`config.mk`:
```
export PLATFORM = sky130hd
export DESIGN_NAME = mem_port_arbiter
export DESIGN_NICKNAME = d
export VERILOG_FILES = /design/src/rtl/cpu_pkg.sv /design/src/rtl/mem_arb_grant.sv /design/src/rtl/mem_port_arbiter.sv
export SDC_FILE = /design/constraint.sdc
export NUM_CORES = 1
export LEC_CHECK = 0
export ABC_AREA = 1
export BUFFER_PORTS_ARGS = -buffer_cell sky130_fd_sc_hd__buf_2
export CAP_MARGIN = 10
export CORE_AREA = 2 2 104 106
export CTS_CLUSTER_DIAMETER = 100
export DETAILED_ROUTE_END_ITERATION = 10
export DIE_AREA = 0 0 106 108
export PLACE_DENSITY = 0.67
export SYNTH_ARGS = -nofsm -noshare
export SYNTH_HDL_FRONTEND = slang
export SYNTH_SLANG_ARGS = --single-unit
```
`constraint.sdc`:
```
create_clock -name clk -period 6.75 [get_ports clk]
set_input_delay 0 -clock clk [delete_from_list [all_inputs] [get_ports clk]]
set_output_delay 0 -clock clk [all_outputs]
set_load 0.01 [all_outputs]
```
`src/rtl/cpu_pkg.sv`:
```
`default_nettype none
// +-----------------------------------------------------------------------------+
// | Module   : cpu_pkg                                                          |
// | Desc     : Shared types and width constants for the memory port arbiter.   |
// | Revision : 1.0 - initial release                                            |
// +-----------------------------------------------------------------------------+
package cpu_pkg;

    localparam int c_ADDR_W       = 32;
    localparam int c_DATA_W       = 32;
    localparam int c_STARVE_LIMIT = 4;

    typedef enum logic [1:0] {
        IDLE  = 2'd0,
        ISSUE = 2'd1,
        RESP  = 2'd2
    } arb_state_t;

    typedef enum logic {
        OWN_IF = 1'b0,
        OWN_D  = 1'b1
    } arb_owner_t;

    // Width needed to hold 0..limit; a zero limit still gets a 1-bit counter.
    function automatic int starve_cnt_w(input int limit);
        return (limit < 1) ? 1 : $clog2(limit + 1);
    endfunction

endpackage
`default_nettype wire

```
`src/rtl/mem_arb_grant.sv`:
```
`default_nettype none
// +-----------------------------------------------------------------------------+
// | Module   : mem_arb_grant                                                    |
// | Desc     : D-priority grant with an IF anti-starvation counter.             |
// | Revision : 1.0 - initial release                                            |
// +-----------------------------------------------------------------------------+
module mem_arb_grant
    import cpu_pkg::*;
#(
    parameter int STARVE_LIMIT = c_STARVE_LIMIT
) (
    input  logic clk,
    input  logic rst,
    input  logic idle,
    input  logic if_valid,
    input  logic d_valid,
    output logic grant_if,
    output logic grant_d
);

    localparam int                 c_CNT_W = starve_cnt_w(STARVE_LIMIT);
    localparam logic [c_CNT_W-1:0] c_LIMIT = c_CNT_W'(STARVE_LIMIT);

    logic [c_CNT_W-1:0] r_starve_cnt;
    logic               w_force_if;

    assign w_force_if = (STARVE_LIMIT != 0) && (r_starve_cnt == c_LIMIT) && if_valid;

    always_comb begin
        grant_d  = idle && d_valid && !w_force_if;
        grant_if = idle && if_valid && !grant_d;
    end

    always_ff @(posedge clk or posedge rst) begin
        if (rst) begin
            r_starve_cnt <= '0;
        end else if (idle) begin
            if (!if_valid || grant_if) begin
                r_starve_cnt <= '0;
            end else if (grant_d && (r_starve_cnt != c_LIMIT)) begin
                r_starve_cnt <= r_starve_cnt + c_CNT_W'(1);
            end
        end
    end

endmodule
`default_nettype wire

```
`src/rtl/mem_port_arbiter.sv`:
```
`default_nettype none
// +-----------------------------------------------------------------------------+
// | Module   : mem_port_arbiter                                                 |
// | Desc     : Shares a single-port word memory between IF and D requesters.    |
// | Revision : 1.0 - initial release                                            |
// +-----------------------------------------------------------------------------+
module mem_port_arbiter
    import cpu_pkg::*;
#(
    parameter int ADDR_W       = c_ADDR_W,
    parameter int DATA_W       = c_DATA_W,
    parameter int STARVE_LIMIT = c_STARVE_LIMIT
) (
    input  logic              clk,
    input  logic              rst,
    input  logic              if_req_valid,
    output logic              if_req_ready,
    input  logic [ADDR_W-1:0] if_req_addr,
    output logic              if_rsp_valid,
    input  logic              if_rsp_ready,
    output logic [DATA_W-1:0] if_rsp_data,
    input  logic              d_req_valid,
    output logic              d_req_ready,
    input  logic              d_req_we,
    input  logic [ADDR_W-1:0] d_req_addr,
    input  logic [DATA_W-1:0] d_req_wdata,
    output logic              d_rsp_valid,
    input  logic              d_rsp_ready,
    output logic [DATA_W-1:0] d_rsp_data,
    output logic [ADDR_W-1:0] mem_addr,
    output logic              mem_r_enable,
    output logic              mem_w_enable,
    output logic [DATA_W-1:0] mem_wdata,
    input  logic [DATA_W-1:0] mem_rdata,
    output logic              busy
);

    localparam logic [ADDR_W-1:0] c_ALIGN_MASK = {{(ADDR_W-2){1'b1}}, 2'b00};

    arb_state_t        r_state;
    arb_state_t        w_state_nxt;
    arb_owner_t        r_owner;
    logic              r_we;
    logic [ADDR_W-1:0] r_addr;
    logic [DATA_W-1:0] r_wdata;

    logic w_idle;
    logic w_grant_if;
    logic w_grant_d;
    logic w_accept;
    logic w_rsp_ready;

    // Readies are masked during reset so nothing can handshake while rst is high.
    assign w_idle = (r_state == IDLE) && !rst;

    mem_arb_grant #(
        .STARVE_LIMIT (STARVE_LIMIT)
    ) u_grant (
        .clk      (clk),
        .rst      (rst),
        .idle     (w_idle),
        .if_valid (if_req_valid),
        .d_valid  (d_req_valid),
        .grant_if (w_grant_if),
        .grant_d  (w_grant_d)
    );

    assign if_req_ready = w_grant_if;
    assign d_req_ready  = w_grant_d;
    assign w_accept     = w_grant_if || w_grant_d;
    assign w_rsp_ready  = (r_owner == OWN_IF) ? if_rsp_ready : d_rsp_ready;
    assign busy         = (r_state != IDLE);

    always_comb begin
        w_state_nxt = r_state;
        case (r_state)
            IDLE:    if (w_accept) w_state_nxt = ISSUE;
            ISSUE:   w_state_nxt = RESP;
            RESP:    if (w_rsp_ready) w_state_nxt = IDLE;
            default: w_state_nxt = IDLE;
        endcase
    end

    always_ff @(posedge clk or posedge rst) begin
        if (rst) begin
            r_state <= IDLE;
            r_owner <= OWN_D;
            r_we    <= 1'b0;
            r_addr  <= '0;
            r_wdata <= '0;
        end else begin
            r_state <= w_state_nxt;
            if (w_accept) begin
                r_owner <= w_grant_d ? OWN_D : OWN_IF;
                r_we    <= w_grant_d && d_req_we;
                r_addr  <= (w_grant_d ? d_req_addr : if_req_addr) & c_ALIGN_MASK;
                r_wdata <= w_grant_d ? d_req_wdata : '0;
            end
        end
    end

    // Enables are only ever raised in ISSUE, leaving mem_rdata stable through RESP.
    always_comb begin
        mem_addr     = r_addr;
        mem_wdata    = r_wdata;
        mem_r_enable = 1'b0;
        mem_w_enable = 1'b0;
        if_rsp_valid = 1'b0;
        if_rsp_data  = '0;
        d_rsp_valid  = 1'b0;
        d_rsp_data   = '0;
        case (r_state)
            ISSUE: begin
                mem_r_enable = !r_we;
                mem_w_enable = r_we;
            end
            RESP: begin
                if (r_owner == OWN_IF) begin
                    if_rsp_valid = 1'b1;
                    if_rsp_data  = r_we ? '0 : mem_rdata;
                end else begin
                    d_rsp_valid = 1'b1;
                    d_rsp_data  = r_we ? '0 : mem_rdata;
                end
            end
            default: ;
        endcase
    end

endmodule
`default_nettype wire
```
==> results.json, run 1 <==
{
  "hp-start": "d_req_valid",
  "clk_pin_slew_ns": 0.07,
  "totalWireLength_um": 13000,
  "num_rows": 37,
  "avgSynthCellArea_um2": 7.46,
  "slowest_stage": "nand2_1",
  "status": "completed",
  "yosysWarnings": 0,
  "r2r-end": "mem_addr[21]",
  "cts_buffers": 9,
  "cts_tree": "built",
  "start_kind": "register",
  "via_count": 4434,
  "grt_max_degree": 72,
  "final_cell_mix": "263 x buf_2, 197 x nand2_1, 96 x dlygate4sd3_1, 69 x nor2_1, 68 x dfrtp_1",
  "ios": 270,
  "crit_start": "u_grant.r_starve_cnt[0]",
  "crit_path_end_kind": "register",
  "nFillCells": 929,
  "synth_top_cell_by_area": "dfrtp_1",
  "period_share_pct": 46.8,
  "r2r_start": "u_grant.r_starve_cnt[0]",
  "r2r_setup_slack_ns": 3.59,
  "insertion_delay_ns": 0.34,
  "port_buffers": 263,
  "grt_pass1_wl_um": 19800,
  "ys_seq_elements": 69,
  "relSlewSlack_pct": 22.1,
  "groute.usage.overall_pct": 22.0,
  "synth_edf_count": 0,
  "whs_path_depth": 3,
  "gp_congestion": 0.867,
  "h-tree-depth": 3,
  "maxCapViolCount": 0,
  "worstHoldEndpoint": "u_grant.r_starve_cnt[2]",
  "async_flop_share_pct": 100,
  "critPathMaxFanout": 67,
  "cp_slowest_stage_delay_ns": 0.68,
  "start_util_pct": 33.8,
  "fmax_ghz": 0.317,
  "power_per_cell_area_mw_per_mm2": 358,
  "fp.dieW_um": 106,
  "first_pass_iters": 4,
  "first_iter_violations": 435,
  "wire_per_inst_um": 13.8,
  "synth_area_mm2": 0.00346,
  "timing.hold.ws_ns": 0.0265,
  "fin_crit_ns": 3.16,
  "finalSetupViolCount": 0,
  "drc": 0,
  "synth_top_area_share_pct": 49.2,
  "cts.sinks": 69,
  "grt_pass1_vias": 4261,
  "avgViaCountPerCell": 4.69,
  "ctsResizeCount": 0,
  "die_area_mm2": 0.0114,
  "hpwlAfterDp_um": 8590,
  "grt_remaining_overflow": 0,
  "cts_setup_buffers": 0,
  "worst_path_dominant_cell_family": "simple AND/OR/NAND/NOR gates",
  "cp.required_ns": 7.02,
  "power.leakage_nw": 3.46,
  "hold_class": "input pin to register",
  "drive_above_1_share_pct": 35.5,
  "tns_ns": 0,
  "cts-root-buf": "clkbuf_8",
  "ctsHoldBuffers": 96,
  "crit_chain": "inv_1, ha_1, nand3_2, nand2_1, nor2_4, buf_4, nand2_1, nand3_1, dlygate4sd3_1",
  "cts_buffer_depth": 2,
  "die-height_um": 108,
  "path_class": "register to register",
  "synth_cell_types": 23,
  "ys_seq_area_share_pct": 50.0,
  "critPathArrivalTime_ns": 3.43,
  "critPathBufInv": 3,
  "cp_common_cell": "nand2_1",
  "syn_inst": 463,
  "max-vdd-ir-drop_mv": 0.176,
  "ys_top_cells_by_area": "dfrtp_1 49%, nand2_1 21%, nor2_1 7.5%",
  "antenna_found_initial": 2,
  "r2r_cells": 9,
  "tightest_slew_ns": 1.17,
  "area_growth_pct": 71.7,
  "ant_nets": 0,
  "synth-main-ff-cell": "dfrtp_1",
  "hold_viol": 0,
  "core_mm2": 0.0102,
  "slew_violations": 0,
  "final_nets": 940,
  "layout_commonest_cell": "buf_2",
  "rsz0062_at_grt": "no",
  "clock_skew_ns": 0.00771
}
## worst reg2reg max path: stages, from the launching register on
cell and delay [ns]:
dfrtp_1 0.35, inv_1 0.07, ha_1 0.22, nand3_2 0.09
nand2_1 0.68, nor2_4 0.27, buf_4 0.58, nand2_1 0.16
nand3_1 0.13, dlygate4sd3_1 0.55
## synthesized netlist by cell type, types with 4 or more instances
master	number
nand2_1	197
nor2_1	69
dfrtp_1	68
nand3_1	33
nand4_1	30
buf_2	16
inv_1	14
clkbuf_1	8
buf_6	7
o21ai_0	4
## worst max-delay path by stage
stage              endpoint  depth (start not counted)
3_3_place_gp   if_req_ready                         10
3_5_place_dp   if_req_ready                         10
2_1_floorplan  mem_addr[10]                          5
6_report       mem_addr[21]                          9
4_1_cts        mem_addr[21]                          9
5_1_grt         mem_addr[7]                          9
## routing by layer
metal / part of all wire, % / global-route usage (%) / routed length (µm)
met4: 4.5 / 13.6 / 592
met3: 6.1 / 4.40 / 797
met1: 36 / 22.7 / 4710
met5: 0.10 / 0 / 13
met2: 53 / 40.9 / 6920
## per-stage QoR
step           cell area (µm²)  worst slack, ns  cells  util [%]  power [mW]
2_1_floorplan             3460             4.32    464         -        1.25
3_3_place_gp              4770             4.21    832      46.7        1.60
3_5_place_dp              4770             4.12    832      46.7        1.62
4_1_cts                   5930             3.63    944      57.9        2.13
5_1_grt                   5930             3.41    945      58.0        2.28
6_report                  5930             3.59    946      58.0        2.12
## where the power goes
group,switching [mW],internal [mW]
logic,0.595,0.476
clock network,0.152,0.180
registers,0.106,0.614
total,0.853,1.27
## sequential cells by signal (all words and copies together) (netlist names)
register and cells:
mem_addr 30, u_grant.r_starve_cnt 3, mem_wdata 32, r_state 2
r_we 1, r_owner 1
## logic make-up after synthesis
| family | count (synthesis) | share of synthesized area, % |
|---|---|---|
| adders and majority gates | 2 | 0.724 |
| other | 1 | 0.109 |
| buffers and inverters | 50 | 7.75 |
| AOI/OAI and AO/OA | 7 | 1.34 |
| DFF | 69 | 50.0 |
| and+or+nand+nor | 334 | 40.1 |
## layout make-up
type / count / area (µm²) / share of cell area, %
clock inverters: 4 / 47.5 / 0.801
well taps: 136 / 170 / 2.87
clock buffers: 12 / 145 / 2.45
flip-flops and latches: 69 / 1730 / 29.1
multi-input cells: 345 / 1480 / 24.9
repair buffers: 362 / 2300 / 38.8
diodes: 2 / 5.00 / 0.0844
inverters: 16 / 60.1 / 1.01
No activity file was read; power rests on OpenSTA's default activity.
==> run 2: changes to the inputs <==
- ABC_AREA: 1 -> 0
- CORE_AREA: 2 2 104 106 -> 2 2 105 107
- DIE_AREA: 0 0 106 108 -> 0 0 107 109
- PLACE_DENSITY: 0.67 -> 0.66
- clock period: 6.75 -> 3.14 ns (I/O delays scaled with it)
==> results.json, run 2 <==
{
  "dpl_cell_area_mm2": 0.00476,
  "period_share_pct": 77.2,
  "ctsHoldBuffers": 75,
  "syn_inst": 333,
  "ant_nets": 0,
  "synthXorXnorAreaFrac_pct": 0,
  "cts_tree": "built",
  "slew_violations": 0,
  "crit_path_end_kind": "register",
  "cell_internal_pwr_mw": 2.55,
  "swShare_pct": 39.2,
  "first_iter_violations": 196,
  "power.leakage_nw": 2.98,
  "finalSetupViolCount": 0,
  "core_mm2": 0.0106,
  "ios": 270,
  "tns_ns": 0,
  "clock_skew_ns": 0.0169,
  "cts_buffer_depth": 2,
  "yosysWarnings": 0,
  "die-height_um": 109,
  "drive_above_1_share_pct": 44.7,
  "cts_buffers": 9,
  "start_kind": "register",
  "status": "completed",
  "relSlewSlack_pct": 25.3,
  "hold_class": "input pin to register",
  "hold_viol": 0,
  "ys_seq_elements": 69,
  "power.share.clock_pct": 14.7,
  "ys_top_cells_by_area": "dfrtp_1 49%, o221a_1 9.7%, a22o_1 8.3%",
  "synth_compound_area_share_pct": 19.7,
  "maxCapViolCount": 0,
  "port_buffers": 263,
  "hpwlAfterDp_um": 8510,
  "wire_per_inst_um": 15.1,
  "area_growth_pct": 63.7,
  "critPathBufInv": 3,
  "final_nets": 787,
  "fin_area_mm2": 0.00568,
  "synthMuxAreaShare_pct": 0.577,
  "cts.sinks": 69,
  "multi_input_area_mm2": 0.00147,
  "start_util_pct": 32.7,
  "power_frac_comb_pct": 48.4,
  "crit_chain": "nor3_4, buf_4, o21ai_2, inv_2, o221a_1, dlygate4sd3_1",
  "ctsResizeCount": 0,
  "first_pass_iters": 4,
  "avgViaCountPerCell": 4.81,
  "layout_commonest_cell": "buf_2",
  "antenna_found_initial": 2,
  "nFillCells": 960,
  "power_per_cell_area_mw_per_mm2": 739,
  "synthAdderAreaFrac_pct": 0.722,
  "grt_pass1_vias": 3635,
  "tightest_slew_ns": 1.12,
  "via_count": 3836,
  "synth_cell_types": 33,
  "cts-root-buf": "clkbuf_8",
  "h-tree-depth": 3,
  "fmax_ghz": 0.413,
  "seqCellArea_mm2": 0.00173,
  "cts_setup_buffers": 0,
  "synth-main-ff-cell": "dfrtp_1",
  "worst_path_dominant_cell_family": "buffers and inverters",
  "grt_max_degree": 50,
  "avgSynthCellArea_um2": 10.4,
  "async_flop_share_pct": 100,
  "die_area_mm2": 0.0117,
  "synth_common_cells": "68 x dfrtp_1, 66 x nor2_1, 36 x nand2_1",
  "synth-simple-area-share_pct": 21.3,
  "slowest_stage": "dlygate4sd3_1",
  "clk_pin_slew_ns": 0.07,
  "totalWireLength_um": 12000,
  "yosysMostFrequentCell": "dfrtp_1",
  "max-vdd-ir-drop_mv": 0.349,
  "num_rows": 38,
  "final_cell_mix": "263 x buf_2, 75 x dlygate4sd3_1, 68 x dfrtp_1, 66 x nor2_1, 36 x nand2_1",
  "largest_register_ffs": 32,
  "groute.usage.overall_pct": 19.7,
  "finalPower_mw": 4.20,
  "critPathArrivalTime_ns": 2.69,
  "cp_slowest_stage_delay_ns": 0.54,
  "ys_seq_area_share_pct": 49.8,
  "gp_congestion": 0.854,
  "synth_edf_count": 0,
  "grt_remaining_overflow": 0,
  "net-switching-power_mw": 1.64,
  "drc": 0,
  "synth_top_family_by_area": "simple AND/OR/NAND/NOR gates",
  "fin_crit_ns": 2.42,
  "cp.required_ns": 3.40,
  "power_frac_seq_pct": 36.9,
  "fp.dieW_um": 107,
  "grt_pass1_wl_um": 17700,
  "synth_area_mm2": 0.00347,
  "path_class": "register to register",
  "synth_top_cell_by_area": "dfrtp_1",
  "rsz0062_at_grt": "no",
  "synth_top_area_share_pct": 49.1,
  "critPathMaxFanout": 39,
  "insertion_delay_ns": 0.34
}
==> run 2: cell types whose count changed after synthesis, moves of 6 or more <==
| cell | delta |
|---|---|
| nand2_1 | -161 |
| nand4b_1 | +30 |
| nand4_1 | -29 |
| clkbuf_1 | +6 |
| o221a_1 | +30 |
| a22o_1 | +33 |
| nand3_1 | -32 |
| buf_2 | -9 |
| inv_1 | -9 |
==> run 2: worst paths after layout <==
| path | from | end | slack (ns) | cells past startpoint |
|---|---|---|---|---|
| min in group asynchronous | rst | mem_addr[4] | 0.27 | 3 |
| max reg2reg | r_state[1] | mem_addr[27] | 0.72 | 6 |
| min | d_req_addr[30] | mem_addr[30] | 0.03 | 3 |
| min reg2reg | mem_wdata[6] | mem_wdata[6] | 0.50 | 1 |
| max | r_state[1] | mem_addr[27] | 0.72 | 6 |
| max in group asynchronous | rst | mem_addr[30] | 1.91 | 4 |
==> run 2: power by group through the flow <==
stage	combinational [mW]	sequential, mW	clock [mW]
after floorplan	1.00	1.70	0
after global placement	1.86	1.55	0
after detailed placement	1.91	1.54	0
after CTS	2.05	1.55	0.640
after global routing	2.21	1.60	0.688
final	2.03	1.55	0.615
==> run 2: area by class of cell <==
cell class                 count  share of cell area, %
multi-input combinational    219                   25.9
tap                          140                   3.08
clock buffer                  10                   2.25
clock inverter                 6                  0.705
timing repair buffer         342                   36.9
sequential                    69                   30.4
antenna                        2                 0.0881
inverter                       9                  0.595
==> run 2: kinds of logic (layout without fill, tap and decap cells) <==
kind of cell	Yosys count	in the layout
and+or+nand+nor	143	143
adders and majority gates	2	2
AOI/OAI and AO/OA	70	70
muxes	2	2
buffers and inverters	46	367
other	1	4
DFF	69	69
==> run 2: routing by layer <==
metal	track usage, %	up-vias	wire length, µm
met1	21.7	1799	4740
li1	-	1831	-
met2	36.9	183	6270
met3	3.83	23	708
met5	0	-	0
met4	8.44	0	320
==> run 2: through the flow <==
stage | util, % | hold slack, ns | cells | setup slack (ns)
floorplan | - | 0.121 | 334 | 1.40
global placement | 44.9 | 0.0583 | 704 | 0.938
detailed placement | 44.9 | 0.0628 | 704 | 0.860
CTS | 53.5 | 0.00368 | 795 | 0.696
global route | 53.6 | 0.000518 | 797 | 0.547
finish | 53.6 | 0.0280 | 797 | 0.717
==> run 2: worst register-to-register path, stage by stage (launching register included) <==
cell,delay [ns]
dfrtp_1,0.42
nor3_4,0.18
buf_4,0.40
o21ai_2,0.13
inv_2,0.42
o221a_1,0.28
dlygate4sd3_1,0.54
==> run 3: changes to the inputs <==
- PLACE_DENSITY: 0.66 -> 0.69
- clock period: 3.14 -> 2.1 ns (I/O delays scaled with it)
==> results.json, run 3 (same netlist as run 2, synthesis figures left out) <==
{
  "fmax_ghz": 0.542,
  "clock_skew_ns": 0.0136,
  "hold_viol": 0,
  "layout_commonest_cell": "buf_2",
  "gp_congestion": 0.845,
  "whs_path_depth": 3,
  "area_growth_pct": 68.0,
  "first_iter_violations": 340,
  "hold_class": "input pin to register",
  "clk_pin_slew_ns": 0.07,
  "cts-root-buf": "clkbuf_8",
  "cp.required_ns": 2.10,
  "tightest_slew_ns": 0.530,
  "grt_pass1_wl_um": 18700,
  "start_util_pct": 32.7,
  "cts_buffer_depth": 2,
  "setup_slack_ns": 0.255,
  "cts_tree": "built",
  "max-vdd-ir-drop_mv": 0.515,
  "final_cell_mix": "263 x buf_2, 80 x dlygate4sd3_1, 68 x dfrtp_1, 66 x nor2_1, 36 x nand2_1",
  "h-tree-depth": 3,
  "via_count": 3994,
  "critPathMaxFanout": 35,
  "critPathArrivalTime_ns": 1.85,
  "power_per_cell_area_mw_per_mm2": 1120,
  "period_share_pct": 87.9,
  "antenna_found_initial": 2,
  "grt_pass1_vias": 3885,
  "rsz0062_at_grt": "no",
  "drive_above_1_share_pct": 45.0,
  "relSlewSlack_pct": 64.6,
  "power.leakage_nw": 3.06,
  "cts.sinks": 69,
  "insertion_delay_ns": 0.35,
  "hpwlAfterDp_um": 8310,
  "crit_path_end_kind": "output port",
  "avgViaCountPerCell": 4.96,
  "largest_register_ffs": 32,
  "maxCapViolCount": 0,
  "fp.dieW_um": 107,
  "drc": 0,
  "path_class": "register to output port",
  "finalSetupViolCount": 0,
  "nFillCells": 896,
  "slew_violations": 0,
  "num_rows": 38,
  "first_pass_iters": 5,
  "port_buffers": 263,
  "ant_nets": 0,
  "totalWireLength_um": 12600,
  "grt_max_degree": 49,
  "seqCellArea_mm2": 0.00173,
  "r2r_cells": 5,
  "status": "completed",
  "start_kind": "register",
  "core_mm2": 0.0106,
  "wire_per_inst_um": 15.6,
  "dpl_worst_slack_ns": 0.415,
  "tns_ns": 0,
  "cts_buffers": 9,
  "die_area_mm2": 0.0117,
  "final_nets": 797,
  "diodes": 0,
  "ios": 270,
  "finalPower_mw": 6.52,
  "groute.usage.overall_pct": 20.8,
  "multi_input_area_mm2": 0.00147,
  "die-height_um": 109,
  "grt_remaining_overflow": 0,
  "cts_setup_buffers": 0,
  "fin_crit_ns": 1.85
}
-- run 3: report_power, final --
part	total (mW)	internal (mW)	switching [mW]
clock network	1.21	0.675	0.532
registers	2.30	1.94	0.365
logic	3.01	1.40	1.61
total	6.52	4.01	2.51
-- run 3: final timing paths --
path,from,endpoint,slack [ns]
max reg2reg,u_grant.r_starve_cnt[0],mem_addr[2],0.44
max in group asynchronous,rst,r_owner,1.17
min in group asynchronous,rst,r_state[0],0.28
max,r_state[1],d_req_ready,0.25
min reg2reg,mem_wdata[13],mem_wdata[13],0.50
min,d_req_addr[6],mem_addr[6],0.01
-- run 3: area by class of cell --
cell class | count | share of cell area, %
well taps | 140 | 3.01
clock buffers | 9 | 2.13
repair buffers | 352 | 37.7
clock inverters | 7 | 1.65
flip-flops and latches | 69 | 29.7
multi-input cells | 219 | 25.3
inverters | 9 | 0.580
-- run 3: layer usage --
layer,GRT usage (%),wire [µm],share of wire [%],up-vias
met5,0,27,0.21,-
met4,9.18,283,2.3,4
met3,4.72,896,7.1,31
met2,40.1,6780,54,211
met1,21.3,4590,36,1895
li1,-,-,-,1853
-- run 3: per-stage QoR --
step | std cells | hold slack, ns | instance area (µm²) | utilization (%)
4_1_cts | 805 | 0.000239 | 5830 | 55.0
2_1_floorplan | 334 | 0.121 | 3470 | -
6_report | 805 | 0.0132 | 5830 | 55.0
3_5_place_dp | 709 | 0.0831 | 4810 | 45.3
3_3_place_gp | 709 | 0.0835 | 4810 | 45.3
5_1_grt | 805 | 0.00849 | 5830 | 55.0
-- run 3: repair_timing --
item | 4_1_cts | 5_1_grt
hold endpoints to repair | 86 | 0
hold buffers | 80 | 0
gates resized for setup | 0 | 0
-- run 3: worst max-delay path: stages, from the launching register on --
cell and delay (ns):
dfrtp_1 0.43, nor3_4 0.32, and3_1 0.20, buf_4 0.34, buf_2 0.21
